<file path="src/rtl/ifu_fetch_pkg.sv">
// ----------------------------------------------------------------------------
// ifu_fetch_pkg
// Shared fetch-unit definitions: datapath widths, the reset PC, the NOP
// encoding presented to ID when no instruction is available, and the default
// buffering/outstanding-request depths.
// No ports (package).
// ----------------------------------------------------------------------------
package ifu_fetch_pkg;

    localparam int          IFU_XLEN            = 64;
    localparam int          IFU_INST_LEN        = 32;
    localparam logic [63:0] IFU_RESET_PC        = 64'h0000_0000_8000_0000;
    localparam logic [31:0] IFU_NOP             = 32'h0000_0013;  // addi x0, x0, 0
    localparam int          IFU_FIFO_DEPTH      = 2;
    localparam int          IFU_MAX_OUTSTANDING = 2;

endpackage

</file>
<file path="src/rtl/fetch_fifo.sv">
// ----------------------------------------------------------------------------
// fetch_fifo
// Small synchronous FIFO holding fetched {pc, instr, err} entries.
// Ports:
//   clk, rst      clock and synchronous active-high reset
//   flush         empties the FIFO (takes priority over push/pop)
//   push/push_data  write one entry (ignored when full)
//   pop           remove head entry (ignored when empty)
//   head_valid    FIFO not empty
//   head_data     head entry contents (only meaningful when head_valid)
//   count         number of stored entries
// DEPTH must be a power of two so the pointers wrap naturally.
// ----------------------------------------------------------------------------
module fetch_fifo #(
    parameter int WIDTH = 8,
    parameter int DEPTH = 2
) (
    input  logic                       clk,
    input  logic                       rst,
    input  logic                       flush,
    input  logic                       push,
    input  logic [WIDTH-1:0]           push_data,
    input  logic                       pop,
    output logic                       head_valid,
    output logic [WIDTH-1:0]           head_data,
    output logic [$clog2(DEPTH+1)-1:0] count
);

    localparam int PTR_W = $clog2(DEPTH);
    localparam int CNT_W = $clog2(DEPTH + 1);

    logic [WIDTH-1:0] mem [DEPTH];
    logic [PTR_W-1:0] wr_ptr_reg;
    logic [PTR_W-1:0] rd_ptr_reg;
    logic [CNT_W-1:0] count_reg;
    logic             do_push;
    logic             do_pop;

    assign do_pop  = pop  && (count_reg != '0);
    assign do_push = push && (count_reg != CNT_W'(DEPTH));

    always_ff @(posedge clk) begin
        if (rst || flush) begin
            wr_ptr_reg <= '0;
            rd_ptr_reg <= '0;
            count_reg  <= '0;
        end else begin
            if (do_push) begin
                wr_ptr_reg <= wr_ptr_reg + PTR_W'(1);
            end
            if (do_pop) begin
                rd_ptr_reg <= rd_ptr_reg + PTR_W'(1);
            end
            count_reg <= count_reg + CNT_W'(do_push) - CNT_W'(do_pop);
        end
    end

    // Storage is never reset; head_valid qualifies every read.
    always_ff @(posedge clk) begin
        if (do_push) begin
            mem[wr_ptr_reg] <= push_data;
        end
    end

    assign head_valid = (count_reg != '0);
    assign head_data  = mem[rd_ptr_reg];
    assign count      = count_reg;

endmodule

</file>
<file path="src/rtl/ifu_fetch.sv">
// ----------------------------------------------------------------------------
// ifu_fetch
// Instruction fetch unit. Owns the fetch PC, issues in-order requests to
// instruction memory, buffers responses as {pc, instr, err} and hands them
// to the ID stage. An EX redirect flushes the buffer and discards every
// response still owed for the old path.
// Ports:
//   clk, rst                 clock, synchronous active-high reset
//   redirect_i/redirect_pc_i EX redirect strobe and target (bits [1:0] ignored)
//   imem_req_*               request channel (valid/ready, 4-byte aligned addr)
//   imem_rsp_*               in-order responses, always accepted
//   id_*                     head-of-buffer entry towards ID (valid/ready)
// ----------------------------------------------------------------------------
module ifu_fetch
    import ifu_fetch_pkg::*;
#(
    parameter int              XLEN            = IFU_XLEN,
    parameter int              INST_LEN        = IFU_INST_LEN,
    parameter logic [XLEN-1:0] RESET_PC        = XLEN'(IFU_RESET_PC),
    parameter int              FIFO_DEPTH      = IFU_FIFO_DEPTH,
    parameter int              MAX_OUTSTANDING = IFU_MAX_OUTSTANDING
) (
    input  logic                clk,
    input  logic                rst,
    input  logic                redirect_i,
    input  logic [XLEN-1:0]     redirect_pc_i,
    output logic                imem_req_valid_o,
    input  logic                imem_req_ready_i,
    output logic [XLEN-1:0]     imem_req_addr_o,
    input  logic                imem_rsp_valid_i,
    input  logic [INST_LEN-1:0] imem_rsp_data_i,
    input  logic                imem_rsp_err_i,
    output logic                id_valid_o,
    input  logic                id_ready_i,
    output logic [XLEN-1:0]     id_pc_o,
    output logic [INST_LEN-1:0] id_instr_o,
    output logic                id_err_o
);

    localparam int CNT_W   = $clog2(MAX_OUTSTANDING + 1);
    localparam int FCNT_W  = $clog2(FIFO_DEPTH + 1);
    localparam int SUM_W   = $clog2(MAX_OUTSTANDING + FIFO_DEPTH + 1) + 1;
    localparam int ENTRY_W = XLEN + INST_LEN + 1;

    logic [XLEN-1:0]   fetch_pc_reg;
    logic [XLEN-1:0]   expect_pc_reg;   // PC of the next response that is kept
    logic              req_pend_reg;    // request raised but not yet accepted
    logic [XLEN-1:0]   req_addr_reg;
    logic              req_stale_reg;   // pending request belongs to the old path
    logic [CNT_W-1:0]  live_cnt_reg;
    logic [CNT_W-1:0]  drop_cnt_reg;

    logic [XLEN-1:0]   redirect_target;
    logic [FCNT_W-1:0] fifo_count;
    logic              fifo_pop;
    logic              fifo_head_valid;
    logic [ENTRY_W-1:0] fifo_head_data;
    logic [ENTRY_W-1:0] fifo_push_data;
    logic              can_issue;
    logic              req_fire;
    logic              fire_stale;
    logic              fire_live;
    logic              fire_drop;
    logic              rsp_is_drop;
    logic              rsp_counted;
    logic              rsp_push;
    logic [SUM_W-1:0]  buffer_used;
    logic [SUM_W-1:0]  inflight;
    logic [CNT_W:0]    redirect_drop;

    assign redirect_target = redirect_pc_i & ~XLEN'(3);

    assign fifo_pop = fifo_head_valid && id_ready_i;

    // Buffer credit counts the entry leaving this cycle, so a draining ID
    // stage sustains one fetch per cycle. The freed slot is already gone
    // before the earliest possible response to a request issued now.
    assign buffer_used = SUM_W'(live_cnt_reg) + SUM_W'(fifo_count) - SUM_W'(fifo_pop);
    assign inflight    = SUM_W'(live_cnt_reg) + SUM_W'(drop_cnt_reg);
    assign can_issue   = (buffer_used < SUM_W'(FIFO_DEPTH)) &&
                         (inflight    < SUM_W'(MAX_OUTSTANDING));

    // A raised request is latched into req_pend_reg, so valid/addr hold
    // until accepted even if credits or fetch_pc change meanwhile.
    assign imem_req_valid_o = !rst && (req_pend_reg || can_issue);
    assign imem_req_addr_o  = req_pend_reg ? req_addr_reg : fetch_pc_reg;

    assign req_fire   = imem_req_valid_o && imem_req_ready_i;
    assign fire_stale = req_pend_reg && req_stale_reg;
    assign fire_live  = req_fire && !fire_stale;
    assign fire_drop  = req_fire && fire_stale;

    // Old-path responses always precede new-path ones, so drop_cnt simply
    // eats the first responses after a redirect.
    assign rsp_is_drop = (drop_cnt_reg != '0);
    assign rsp_counted = imem_rsp_valid_i && (rsp_is_drop || (live_cnt_reg != '0));
    assign rsp_push    = imem_rsp_valid_i && !rsp_is_drop &&
                         (live_cnt_reg != '0) && !redirect_i;

    // Everything accepted and not yet answered becomes droppable on redirect,
    // including a same-cycle accept, minus a same-cycle response.
    assign redirect_drop = (CNT_W+1)'(drop_cnt_reg) + (CNT_W+1)'(live_cnt_reg)
                         + (CNT_W+1)'(req_fire) - (CNT_W+1)'(rsp_counted);

    assign fifo_push_data = {expect_pc_reg, imem_rsp_data_i, imem_rsp_err_i};

    always_ff @(posedge clk) begin
        if (rst) begin
            fetch_pc_reg  <= RESET_PC;
            expect_pc_reg <= RESET_PC;
            req_pend_reg  <= 1'b0;
            req_addr_reg  <= RESET_PC;
            req_stale_reg <= 1'b0;
            live_cnt_reg  <= '0;
            drop_cnt_reg  <= '0;
        end else begin
            if (req_fire) begin
                req_pend_reg  <= 1'b0;
                req_stale_reg <= 1'b0;
            end else if (imem_req_valid_o && !req_pend_reg) begin
                req_pend_reg  <= 1'b1;
                req_addr_reg  <= fetch_pc_reg;
                req_stale_reg <= redirect_i;
            end else if (req_pend_reg && redirect_i) begin
                req_stale_reg <= 1'b1;
            end

            if (redirect_i) begin
                fetch_pc_reg  <= redirect_target;
                expect_pc_reg <= redirect_target;
                live_cnt_reg  <= '0;
                drop_cnt_reg  <= CNT_W'(redirect_drop);
            end else begin
                // A stale accept is for the old path; fetch_pc already
                // points at the redirect target and must not advance.
                if (fire_live) begin
                    fetch_pc_reg <= fetch_pc_reg + XLEN'(4);
                end
                if (rsp_push) begin
                    expect_pc_reg <= expect_pc_reg + XLEN'(4);
                end
                live_cnt_reg <= live_cnt_reg + CNT_W'(fire_live) - CNT_W'(rsp_push);
                drop_cnt_reg <= drop_cnt_reg + CNT_W'(fire_drop)
                              - CNT_W'(imem_rsp_valid_i && rsp_is_drop);
            end
        end
    end

    fetch_fifo #(
        .WIDTH (ENTRY_W),
        .DEPTH (FIFO_DEPTH)
    ) u_fifo (
        .clk        (clk),
        .rst        (rst),
        .flush      (redirect_i),
        .push       (rsp_push),
        .push_data  (fifo_push_data),
        .pop        (fifo_pop),
        .head_valid (fifo_head_valid),
        .head_data  (fifo_head_data),
        .count      (fifo_count)
    );

    assign id_valid_o = fifo_head_valid;
    assign id_pc_o    = fifo_head_valid ? fifo_head_data[ENTRY_W-1 -: XLEN] : '0;
    assign id_instr_o = fifo_head_valid ? fifo_head_data[INST_LEN:1] : INST_LEN'(IFU_NOP);
    assign id_err_o   = fifo_head_valid && fifo_head_data[0];

endmodule
</file>
<file path="config.mk">
export PLATFORM = sky130hd
export DESIGN_NAME = ifu_fetch
export DESIGN_NICKNAME = d
export VERILOG_FILES = /design/src/rtl/ifu_fetch_pkg.sv /design/src/rtl/fetch_fifo.sv /design/src/rtl/ifu_fetch.sv
export SDC_FILE = /design/constraint.sdc
export NUM_CORES = 1
export LEC_CHECK = 0
export ABC_AREA = 1
export CAP_MARGIN = 40
export CORE_MARGIN = 4
export CORE_UTILIZATION = 56
export DETAILED_ROUTE_END_ITERATION = 10
export GPL_ROUTABILITY_DRIVEN = 0
export HOLD_SLACK_MARGIN = 0.06
export PLACE_DENSITY_LB_ADDON = 0.12
export RECOVER_POWER = 100
export SETUP_SLACK_MARGIN = 0.5
export SYNTH_ARGS = -nofsm -noshare
export SYNTH_HDL_FRONTEND = slang
export SYNTH_HIERARCHICAL = 1
export SYNTH_SLANG_ARGS = --single-unit
</file>
<file path="constraint.sdc">
create_clock -name clk -period 9 [get_ports clk]
set_input_delay 1.35 -clock clk [delete_from_list [all_inputs] [get_ports clk]]
set_output_delay 1.35 -clock clk [all_outputs]
set_load 0.1 [all_outputs]
</file>
==> results.md <==
* Status: finished with violations
* Failing checks: max-capacitance violations, max-slew violations
* Seq/Total Area, Yosys at 46.6%
* Port bufs at 261
* Multiplexer area fraction after synthesis at 5.75%
* Max reg flops at 194
* Post-DP Area at 0.0267 mm^2
* Mean post-synth cell area at 7.65 um^2
* Final hold vios at 0
* Drt total wl at 69.3 mm
* Combinational cell fraction of total power at 18.6%
* Post-synthesis xor/xnor area fraction at 2.05%
* Endpoints failing setup at 0
* Commonest non-fill, non-tap cell in the layout: nand2_1
* Hold WC Path Type: flop to flop
* Yosys reg bits at 391
* Most frequent cells in the layout: nand2_1, nor2_1, inv_1
* Max Fanout on Critical Path at 76
* Global Route Usage Sum at 33.1%
* H-tree levels at 2
* Peak VDD IR at 0.000162 V
* Arrival @ worst endpoint at 5.46 ns
* Fin. max-slew vios at 342
* Unrepaired setup endpoints after global routing: no
* Clk_lat worst skew at 0.57 ns
* Worst r2r src: u_fifo/count[1]$_SDFF_PP0_
* Post-synth top area cell: edfxtp_1
* Post-DR wirelength/cell at 19.2 um
* Initial Util at 57.0%
* Dominant register cell in the synthesized netlist: dfxtp_1
* PD cells at 173 mW/mm^2
* Worst endpoint required time at 7.65 ns
* CTS tree: yes
* Fmax at 147 MHz
* Post-route setup TNS at 0 ns
* Iteration-0 DRC Markers at 2345
* Synth async-reset ratio at 0%
* Max Cap Violations at 7
* Final ANT Viol Nets at 0
* Max Root-Sink Buffers at 3
* Nets at 3233
* Hold buffer count at CTS at 0
* Layout Skew at 0.0262 ns
* Crit path from: u_fifo/count[1]$_SDFF_PP0_
* # resized after CTS at 0
* Clock Power Share at 38.7%
* Post-Syn Area at 0.0210 mm^2
* Area grow syn2layout at 32.2%
* Worst R2R Setup Slack at 3.36 ns
* Post-synthesis compound-gate area fraction at 8.64%
* WHS at 0.464 ns
* P_int at 3330 uW
* Sw power at 1470 uW
* Setup bufs post-CTS at 0
* Clk root buf: clkbuf_16
* Largest net degree at the start of global routing at 87
* Yosys cell types at 43
* Core Area at 0.0368 mm^2
* Final period utilization at 75.7%
* Grt ovf at 0
* Hold depth at 2
* Die Y at 201 um
* First-pass GRT wire length at 108 mm
* CTS sink cnt at 391
* Initial antenna violation count at 1
* Layout cells sized above 1 at 11.1%
* Share of the synthesized area in the top cell type at 27.8%
* Row count at 70
* Vias in the first global route at 19900
* Crit end category: output pin
* Leak at 0.0110 uW
* Design Area, Final at 0.0277 mm^2
* Worst setup margin at 2.19 ns
* Fill cells at 2635
* Switching Share at 30.6%
* DR vias at 20500
* Synth warnings at 6
* Total die area at 0.0406 mm^2
* Largest family of logic cells by synthesized area: simple AND/OR/NAND/NOR gates
* Die Span X at 201 um
* Biggest register: u_fifo/mem
* DP Wirelength at 50.4 mm
* Hold Startpoint: req_addr_reg[59]$_SDFFE_PP0P_
* Post-Synth Simple-Gate Area at 28.1%
* DR vias/cell at 5.68
* Hold endpoint: req_addr_reg[59]$_SDFFE_PP0P_
* Synth area leaders: edfxtp_1, dfxtp_1, nand2_1, nor2_1, inv_1
* EDFF count, synth at 194
* FF-to-FF path depth at 18
* Post-synthesis cell count at 2739
* DRC viols at 0
* Final Critical Period at 6.81 ns
* First-pass iteration count of the detailed router at 9
* Part of the power in registers at 42.7%
* Pre-CTS setup slack at 3.52 ns
* Critical path launch point type: flop
* CP Class: flop to output pin
* Post-synthesis adder-cell area fraction at 1.00%
* FF-to-FF End: req_addr_reg[44]$_SDFFE_PP0P_
* # IOs at 266
* Slew headroom at -115%
* Worst slew pin tran at 3.23 ns
* Clock buffer count from CTS at 43
* Clk slew on worst S/H paths at 0.06 ns
[worst max-delay path, stage by stage, from the launching register on]
cell and delay [ns]:
dfxtp_1 0.39, nor2_1 0.10, inv_2 0.06, clkbuf_1 0.72
clkbuf_1 2.32, nand2_1 0.30, inv_1 0.18, clkdlybuf4s50_1 0.53
buf_8 0.20
[synth_stat cells, types with 9 or more instances]
library cell	instances
a21boi_0	9
a21oi_1	148
a31oi_1	28
buf_2	26
buf_6	12
clkbuf_1	66
dfxtp_1	197
edfxtp_1	194
ha_1	12
inv_1	274
mux2_2	67
mux2_4	30
nand2_1	893
nand3_1	147
nand4_1	32
nor2_1	312
nor2_2	13
nor3_1	17
o21ai_0	145
xnor2_1	18
xor2_1	31
[power groups by stage]
stage	clock network, uW	registers [uW]	logic (uW)
6_report	1860	2050	893
5_1_grt	1950	2060	953
4_1_cts	1870	2040	931
3_5_place_dp	0	2080	923
3_3_place_gp	0	2080	769
2_1_floorplan	0	2040	592
[routing by layer]
layer  global-route usage (%)  vias up  share of wire (%)
met5                        0        -                  0
met4                     18.0        0                6.5
met3                     4.74      253                8.7
met2                     54.8     1151                 47
met1                     42.0     9538                 38
li1                         -     9603                  -
[final cells by class]
type	count	area, um^2	area share (%)
well taps	468	586	2.11
flip-flops and latches	391	9770	35.3
repair buffers	442	5220	18.9
clock inverters	24	272	0.980
clock buffers	56	1240	4.49
diodes	1	2.50	0.00903
inverters	279	1050	3.78
multi-input cells	1958	9560	34.5
[worst max path at each step]
stage / slack, ns / cells past startpoint / to
2_1_floorplan: 2.12 / 7 / u_fifo/mem[1][0]$_DFFE_PP_
3_3_place_gp: 2.85 / 15 / fetch_pc_reg[45]$_SDFFE_PP0P_
3_5_place_dp: 3.52 / 12 / imem_req_valid_o
4_1_cts: 3.50 / 12 / imem_req_valid_o
5_1_grt: 1.68 / 8 / id_pc_o[20]
6_report: 2.19 / 8 / id_pc_o[58]
[logic make-up after synthesis]
logic type	count (synthesis)
compound gates	346
xor+xnor	49
fa+ha+maj	15
buf+inv	395
flops	391
mux	97
other cells	1
simple gates	1445
[per-stage QoR]
stage | instances | total power, uW | util [%]
floorplan | 2744 | 2630 | -
global placement | 3368 | 2850 | 64.4
detailed placement | 3538 | 3000 | 72.6
CTS | 3618 | 4850 | 76.7
global route | 3618 | 4960 | 75.3
finish | 3619 | 4810 | 75.3
No activity file was read; power rests on OpenSTA's default activity.
